<file path="src/rtl/types_pkg.sv">
`default_nettype none
// ============================================================================
// Module      : types_pkg
// Description : Shared types for the load/store unit: data-bus word, access
//               size encoding, LSU state and error codes, plus byte-enable
//               and alignment helpers used at request acceptance.
// Revision    : 1.0 - initial release
// ============================================================================
package types_pkg;

  localparam int DATA_W = 32;

  typedef logic [DATA_W-1:0] DATA_BUS;

  typedef enum logic [1:0] {
    Byte = 2'd0,
    Half = 2'd1,
    Word = 2'd2
  } byte_format;

  typedef enum logic [1:0] {
    IDLE  = 2'd0,
    REQ   = 2'd1,
    RWAIT = 2'd2,
    RESP  = 2'd3
  } lsu_state_t;

  // ERR_ prefix keeps these clear of the TIMEOUT parameter of the LSU.
  typedef enum logic [1:0] {
    ERR_OK       = 2'b00,
    ERR_MISALIGN = 2'b01,
    ERR_TIMEOUT  = 2'b10
  } lsu_err_t;

  // Byte enables for an access of the given size at byte offset off.
  // The undefined size encoding is treated as a word access.
  function automatic logic [3:0] be_for(byte_format size, logic [1:0] off);
    logic [3:0] be;
    case (size)
      Byte:    be = 4'b0001 << off;
      Half:    be = 4'b0011 << off;
      default: be = 4'b1111;
    endcase
    return be;
  endfunction

  function automatic logic is_misaligned(byte_format size, logic [1:0] off);
    logic mis;
    case (size)
      Byte:    mis = 1'b0;
      Half:    mis = off[0];
      default: mis = (off != 2'b00);
    endcase
    return mis;
  endfunction

endpackage
`default_nettype wire

</file>
<file path="src/rtl/load_extend.sv">
`default_nettype none
// ============================================================================
// Module      : load_extend
// Description : Combinational load-data formatter. Moves the addressed byte
//               or halfword lane of a read word down to bit 0 and sign- or
//               zero-extends it. Word accesses pass the read word through.
// Revision    : 1.0 - initial release
// Ports       : i_rdata - full read word from memory
//               i_off   - byte offset of the access within the word
//               i_size  - access size (Byte / Half / Word)
//               i_sign  - 1 = sign-extend, 0 = zero-extend (Byte/Half only)
//               o_data  - right-justified, extended load result
// ============================================================================
module load_extend
  import types_pkg::*;
(
  input  DATA_BUS    i_rdata,
  input  logic [1:0] i_off,
  input  byte_format i_size,
  input  logic       i_sign,
  output DATA_BUS    o_data
);

  // Only the low 16 bits of the shifted word can ever be selected.
  logic [15:0] w_lane;

  assign w_lane = 16'(i_rdata >> {i_off, 3'b000});

  always_comb begin
    o_data = i_rdata;
    case (i_size)
      Byte:    o_data = {{24{i_sign & w_lane[7]}},  w_lane[7:0]};
      Half:    o_data = {{16{i_sign & w_lane[15]}}, w_lane[15:0]};
      default: o_data = i_rdata;
    endcase
  end

endmodule
`default_nettype wire

</file>
<file path="src/rtl/load_store_unit.sv">
`default_nettype none
// ============================================================================
// Module      : load_store_unit
// Description : Data-memory initiator for the pipeline. Accepts one load or
//               store per handshake, issues a word-aligned request with byte
//               enables, formats load data, reports misaligned accesses
//               without touching memory and aborts accesses that time out.
// Revision    : 1.0 - initial release
// Ports       : clk, rst_n               - clock, async active-low reset
//               i_req_* / o_req_ready    - pipeline request handshake
//               o_resp_*                 - one-cycle completion pulse
//               o_stall                  - high while an access is in flight
//               o_mem_* / i_mem_*        - data-memory bus
// ============================================================================
module load_store_unit
  import types_pkg::*;
#(
  parameter int TIMEOUT = 16
) (
  input  logic       clk,
  input  logic       rst_n,
  // pipeline side
  input  logic       i_req_valid,
  output logic       o_req_ready,
  input  logic       i_req_we,
  input  byte_format i_req_size,
  input  logic       i_req_sign,
  input  DATA_BUS    i_req_addr,
  input  DATA_BUS    i_req_wdata,
  output logic       o_resp_valid,
  output DATA_BUS    o_resp_rdata,
  output logic [1:0] o_resp_err,
  output logic       o_stall,
  // memory side
  output logic       o_mem_req,
  input  logic       i_mem_gnt,
  output logic       o_mem_we,
  output DATA_BUS    o_mem_addr,
  output logic [3:0] o_mem_be,
  output DATA_BUS    o_mem_wdata,
  input  logic       i_mem_rvalid,
  input  DATA_BUS    i_mem_rdata
);

  localparam int               CNT_W   = (TIMEOUT > 2) ? $clog2(TIMEOUT) : 1;
  localparam logic [CNT_W-1:0] CNT_MAX = CNT_W'(TIMEOUT - 1);

  lsu_state_t       r_state;
  lsu_state_t       w_next;
  lsu_err_t         w_err;
  logic             w_accept;
  logic             w_misalign;
  logic             w_expired;
  logic             w_load_done;
  DATA_BUS          w_ext;

  logic [CNT_W-1:0] r_cnt;
  logic             r_we;
  byte_format       r_size;
  logic             r_sign;
  logic [1:0]       r_off;

  logic             r_mem_req;
  logic             r_mem_we;
  DATA_BUS          r_mem_addr;
  logic [3:0]       r_mem_be;
  DATA_BUS          r_mem_wdata;
  logic             r_resp_valid;
  DATA_BUS          r_resp_rdata;
  logic [1:0]       r_resp_err;

  assign w_accept   = i_req_valid && (r_state == IDLE);
  assign w_misalign = is_misaligned(i_req_size, i_req_addr[1:0]);
  assign w_expired  = (r_cnt == CNT_MAX);

  load_extend u_load_extend (
    .i_rdata (i_mem_rdata),
    .i_off   (r_off),
    .i_size  (r_size),
    .i_sign  (r_sign),
    .o_data  (w_ext)
  );

  // ---------------------------------------------------------------- FSM
  always_ff @(posedge clk or negedge rst_n) begin
    if (!rst_n) begin
      r_state <= IDLE;
    end else begin
      r_state <= w_next;
    end
  end

  // The awaited bus event is checked before the timeout so a grant or
  // rvalid arriving in the last allowed cycle still completes normally.
  always_comb begin
    w_next      = r_state;
    w_err       = ERR_OK;
    w_load_done = 1'b0;
    case (r_state)
      IDLE: begin
        if (i_req_valid) begin
          if (w_misalign) begin
            w_next = RESP;
            w_err  = ERR_MISALIGN;
          end else begin
            w_next = REQ;
          end
        end
      end
      REQ: begin
        if (i_mem_gnt) begin
          if (r_we) w_next = RESP;
          else      w_next = RWAIT;
        end else if (w_expired) begin
          w_next = RESP;
          w_err  = ERR_TIMEOUT;
        end
      end
      RWAIT: begin
        if (i_mem_rvalid) begin
          w_next      = RESP;
          w_load_done = 1'b1;
        end else if (w_expired) begin
          w_next = RESP;
          w_err  = ERR_TIMEOUT;
        end
      end
      RESP:    w_next = IDLE;
      default: w_next = IDLE;
    endcase
  end

  // ------------------------------------------------------------ datapath
  // Outputs are registered from the next state so they line up with the
  // state they describe and drop asynchronously with reset.
  always_ff @(posedge clk or negedge rst_n) begin
    if (!rst_n) begin
      r_cnt        <= '0;
      r_we         <= 1'b0;
      r_size       <= Byte;
      r_sign       <= 1'b0;
      r_off        <= 2'b00;
      r_mem_req    <= 1'b0;
      r_mem_we     <= 1'b0;
      r_mem_addr   <= '0;
      r_mem_be     <= 4'b0000;
      r_mem_wdata  <= '0;
      r_resp_valid <= 1'b0;
      r_resp_rdata <= '0;
      r_resp_err   <= 2'b00;
    end else begin
      r_mem_req    <= (w_next == REQ);
      r_resp_valid <= (w_next == RESP);
      r_resp_err   <= (w_next == RESP) ? w_err : ERR_OK;
      r_resp_rdata <= w_load_done ? w_ext : '0;

      if (w_accept) begin
        r_cnt       <= '0;
        r_we        <= i_req_we;
        r_size      <= i_req_size;
        r_sign      <= i_req_sign;
        r_off       <= i_req_addr[1:0];
        r_mem_we    <= i_req_we;
        r_mem_addr  <= {i_req_addr[DATA_W-1:2], 2'b00};
        r_mem_be    <= be_for(i_req_size, i_req_addr[1:0]);
        r_mem_wdata <= i_req_wdata << {i_req_addr[1:0], 3'b000};
      end else if ((r_state == REQ || r_state == RWAIT) && !w_expired) begin
        r_cnt <= r_cnt + 1'b1;
      end
    end
  end

  assign o_req_ready  = (r_state == IDLE);
  assign o_stall      = (r_state != IDLE);
  assign o_mem_req    = r_mem_req;
  assign o_mem_we     = r_mem_we;
  assign o_mem_addr   = r_mem_addr;
  assign o_mem_be     = r_mem_be;
  assign o_mem_wdata  = r_mem_wdata;
  assign o_resp_valid = r_resp_valid;
  assign o_resp_rdata = r_resp_rdata;
  assign o_resp_err   = r_resp_err;

endmodule
`default_nettype wire

</file>
<file path="config.mk">
export PLATFORM = sky130hd
export DESIGN_NAME = load_store_unit
export DESIGN_NICKNAME = d
export VERILOG_FILES = /design/src/rtl/types_pkg.sv /design/src/rtl/load_extend.sv /design/src/rtl/load_store_unit.sv
export SDC_FILE = /design/constraint.sdc
export NUM_CORES = 1
export LEC_CHECK = 0
export BUFFER_PORTS_ARGS = -buffer_cell sky130_fd_sc_hd__buf_2
export CORE_ASPECT_RATIO = 0.5
export CORE_MARGIN = 1.5
export CORE_UTILIZATION = 48
export DETAILED_ROUTE_END_ITERATION = 10
export GPL_TIMING_DRIVEN = 0
export HOLD_SLACK_MARGIN = 0.03
export PLACE_DENSITY = 0.8
export SYNTH_ARGS = -nofsm -noshare
export SYNTH_HDL_FRONTEND = slang
export SYNTH_SLANG_ARGS = --single-unit
</file>
<file path="constraint.sdc">
create_clock -name clk -period 2.4 [get_ports clk]
set_clock_uncertainty 0.05 [all_clocks]
set_input_delay 0.24 -clock clk [delete_from_list [all_inputs] [get_ports clk]]
set_output_delay 0.24 -clock clk [all_outputs]
set_load 0.05 [all_outputs]
</file>
## Word level (Yosys, flattened, before mapping)

Index checks and enable logic that the tools add are counted.

- Bits in registers: 114
- Bits in latches: 0
- Memory bits (writable): 0
- Bits in read-only memories: 0
- Bits of input ports: 105
- Output and inout bits: 107
- Memories: 0

- Add/subtract/negate cells: 1
- Multiply operators: 0
- Divide/modulo/power cells: 0
- $lt $le $gt $ge: 0
- Eq/ne operators: 8
- Shifts and indexed selects: 4
- Muxes and demuxes: 22
- Bitwise logic cells: 2
- Reduce and logical (&&, ||, !) cells: 10

Operators with widths:

| cell | number |
|---|---|
| 32-bit case mux with 2 select lines | 1 |
| 32-bit two-way mux | 1 |
| 32-bit by 5-bit << shifter with 32-bit output | 1 |
| 32-bit by 5-bit right shift with 16-bit output | 1 |
| 2-bit two-way mux | 9 |
| 2-bit by 1-bit equality test with 1-bit output (second input constant) | 4 |
| 4-bit two-way mux | 2 |
| 2-bit case mux with 4 select lines | 1 |
| 4-bit case mux with 2 select lines | 1 |
| 2-bit equality test (second input constant) | 3 |
| 2-bit zero test | 3 |
| 2-bit case mux with 3 select lines | 1 |
| 2-bit nonzero test | 3 |
| 1-bit two-way mux | 5 |
| 4-bit by 1-bit adder with 4-bit output (second input constant) | 1 |
| 4-bit equality test (second input constant) | 1 |
| 1-bit by 2-bit << shifter with 4-bit output (first input constant) | 1 |
| 2-bit by 2-bit << shifter with 4-bit output (first input constant) | 1 |
| 1-bit AND | 2 |
| 1-bit logical AND | 2 |
| 1-bit case mux with 2 select lines | 1 |
| 1-bit zero test | 1 |
| 1-bit logical OR | 1 |

## Longest topological paths before layout

- Word-level depth: 7
- Gate-level depth with buffers: 8
- Depth with buffers taken out: 7

## Cells and area by module

From an unflattened synthesis, not the netlist that was laid out.

- Cell total of the unflattened synthesis: 565
- Area, all modules: 5435.2 um2

By module, submodules not included:

| module | instances | cells each | area an instance (um2) | sequential area each (um2) |
|---|---|---|---|---|
| load_store_unit | 1 | 453 | 4698.3 | 2852.7 |
| load_extend | 1 | 112 | 737.0 | 0.0 |

## Worst setup path before layout

Ideal clock, no wire load.

- Kind: reg2reg
- From: register r_state[0]
- To: register r_resp_valid (netlist: o_resp_valid)
- Arrival time: 2005 ps
- Data required time: 2230 ps
- Path slack: 226 ps
- Cell stages (with the launch flop): 7
- Period minus slack after synthesis: 2174 ps
- Cells stage by stage: dfrtp_1 > inv_1 > ha_1 > inv_1 > nor3_1 > a211o_1 > nor2_1

- Elaborated cells on any way between the ends: 10

RTL lines:

| element | RTL line | RTL |
|---|---|---|
| start: declaration | load_store_unit.sv:48 | `lsu_state_t r_state;` |
| start signal: assignment | load_store_unit.sv:89 | `r_state <= w_next;` |
| 2-bit zero test | -- |  |
| net o_req_ready | load_store_unit.sv:24 | `output logic o_req_ready,` |
| 2-bit case mux with 4 select lines | load_store_unit.sv:99 | `case (r_state)` |
| 2-bit equality test | load_store_unit.sv:153 | `r_resp_valid <= (w_next == RESP);` |
| end signal: assignment | load_store_unit.sv:153 |  |
| end: declaration | load_store_unit.sv:68 | `logic r_resp_valid;` |

The timed path passes the listed nets, and every way through them passes these cells.
A chain may end at the register's enable or synchronous reset.

## Worst setup path after layout

- From: register r_state[0]
- To: register r_resp_rdata[9] (netlist: o_resp_rdata[9])

- Longest elaborated chain between the ends: 3

Ends and longest elaborated chain:

| element | RTL line | RTL |
|---|---|---|
| 2-bit equality test | load_store_unit.sv:99 |  |
| 1-bit two-way mux | load_store_unit.sv:99 |  |
| 32-bit two-way mux | load_store_unit.sv:155 | `r_resp_rdata <= w_load_done ? w_ext : '0;` |
| end signal: assignment | load_store_unit.sv:155 |  |
| end: declaration | load_store_unit.sv:69 | `DATA_BUS r_resp_rdata;` |

Every way passes these cells.

==> flow_summary.toml <==
[pwr]
powerDensity_nw_per_um2 = 1460
leakagePower_nw = 4.23
finalPower_w = 0.0110
ir_drop_mv = 0.805

[logic_synthesis]
synth_edf_count = 0
synth_top_flop_cell = "dfrtp_1"
synth_area_per_cell_sq_um = 9.64
synth_top_area_share = 0.548
synth_top_cell_by_area = "dfrtp_1"
yosys_warnings = 0
synth-seq-area-share = 0.548
synth_cell_types = 45
netlist_top_cells_area = "dfrtp_1, nand2_1, mux2_2, mux2i_1, nor2_1"
syn_inst = 540
synthesis.area_sq_um = 5210
ys_async_sr_fraction = 1.00
yosys_register_bits = 114

[floorplanning]
io-pin-count = 212
die_h_microns = 76.7
die_width_microns = 150
start_util = 0.502
die-area_sq_um = 11500
coreArea_sq_um = 10400
rows = 26

[setup_path]
critPathMaxFanout = 8
crit_path_end_kind = "register"
cp.arrival_ps = 2390
crit_type = "reg -> reg"
critPathLaunchType = "register"
crit_required_ps = 2680

[drt]
totalWireLength_microns = 15300
via_count = 4983
drt_iter0_drc = 267
post_drt_wl_per_cell_microns = 15.8
ant_nets = 0
drt-vias-per-instance = 5.15
drc = 0
first_pass_iters = 5

[cts]
cts_root_buf = "clkbuf_16"
post_cts_buffers = 0
cts_tree = "yes"
cts_sinks = 114
clockBufferDepth = 2
clk-insertion-delay-late_ps = 400
clk_pin_slew_ps = 50
htreeDepth = 4
numCtsBuffers = 17

[final_layout]
num-fill-cells = 764
layout-drive-gt1-share = 0.353
area_growth_pct = 44.4
multi_input_area_sq_um = 2160
fin_util = 0.725
finalNonFillerCells = 967
n_antenna_cell = 0
layout_common_cells = "buf_2, nand2_1, dfrtp_1, dlygate4sd3_1, nor2_1"
nets = 924
seq_area_sq_um = 2850
layout_commonest_cell = "buf_2"

[sta]
clock.fmax_ghz = 0.474
min_period_ps = 2110
max_slew_margin = 0.470
timing.final.ws_setup_ps = 292
setup_viol = 0
min_period_over_period = 0.878
rsz0062_at_grt = "no"
hold_viol = 0
maxSlewViolCount = 0
tns_ps = 0
worst_pin_slew_ps = 788

[outcome]
status = "finished, final reports clean"

[global_route]
grt_start_max_net_pins = 85
overflow = 0
grt_pass1_vias = 4995
gr-usage-all-layers = 0.281
antenna_found_initial = 0
grt_pass1_wl_microns = 24900

[placement]
portBuffers = 209
place_ws_ps = 183
gp_congestion = 0.861
place_inst = 891
dpl.hpwl_microns = 10700

[min_path]
hold_class = "in -> reg"

[flow_run]
drv_cap = 0
[registers in the layout, indices dropped and copies added, names as in the netlist]
register      cells
o_mem_we          1
r_state           2
o_resp_valid      1
o_mem_wdata      32
o_mem_be          4
r_size            2
o_mem_addr       30
o_mem_req         1
r_cnt             4
r_off             2
o_resp_err        2
o_resp_rdata     32
r_sign            1
[report_power, final]
group	internal (W)	total, W	leakage [nW]	switching, W
clock	0.00175	0.00260	0.297	0.000848
sequential	0.00268	0.00309	1.48	0.000412
combinational	0.00132	0.00531	2.46	0.00399
total	0.00575	0.0110	4.23	0.00525
[routing by layer]
metal  part of all wire  routed length, microns  track usage  vias up
li1                   -                       -            -     2354
met1               0.41                    6310        0.354     2383
met2               0.49                    7540        0.469      214
met3              0.072                    1100       0.0685       32
met4              0.022                     335        0.107        0
met5                  0                       0            0        -
[cells in the mapped netlist (8+ instances only)]
master and n:
o21ai_0 23, nor2_1 34, a22oi_1 9, mux2_2 16
nor2b_1 9, nand3_2 9, dfrtp_1 114, inv_1 9
a21oi_1 21, a22o_1 8, mux2i_1 17, nand2_1 175
a211oi_1 8, buf_2 16, clkbuf_1 10
[worst paths after layout]
path,cells past startpoint,startpoint,slack (ps),to
hold reg to reg,2,o_mem_addr[22],420,o_mem_addr[22]
max in group asynchronous,3,rst_n,1360,o_resp_rdata[4]
setup / recovery,6,r_state[0],290,o_resp_rdata[9]
setup reg to reg,6,r_state[0],290,o_resp_rdata[9]
hold / removal,3,i_mem_rdata[10],40,o_resp_rdata[10]
min in group asynchronous,2,rst_n,240,o_mem_wdata[28]
[per-stage QoR]
step	cell area, sq um	hold WS (ps)
4_1_cts	7520	30.7
5_1_grt	7520	31.9
6_report	7520	41.3
2_1_floorplan	5210	-106
3_5_place_dp	6470	95.6
3_3_place_gp	6430	379
[worst max-delay path, cell delays in order (launching register included)]
cell and delay, ps:
dfrtp_1 420, inv_1 100, ha_1 230, nand2_1 170, nor4_2 690, a22oi_1 250, nand3_2 130
[logic make-up (layout without fill, tap and decap cells)]
family          after synthesis  count (layout)  share of synthesized area
compound gates               90              90                      0.117
buf+inv                      43             329                     0.0384
fa+ha+maj                     5               5                     0.0120
mux                          34              34                     0.0694
simple gates                249             249                      0.208
other cells                   1               2                   0.000720
flops                       114             114                      0.548
xor+xnor                      4               4                    0.00673
[repair_timing]
| action | CTS | global route |
|---|---|---|
| endpoints found under the setup margin | 0 | 3 |
| hold buffers | 44 | 0 |
| hold endpoints to repair | 73 | 0 |
| resized for setup | 0 | 2 |
[cell type report]
cell class | count | area share
sequential | 114 | 0.379
multi-input combinational | 384 | 0.287
timing repair buffer | 254 | 0.202
clock buffer | 21 | 0.0599
tap | 140 | 0.0233
buffer | 33 | 0.0218
clock inverter | 11 | 0.0213
inverter | 10 | 0.00499
No activity file was read; power rests on OpenSTA's default activity.
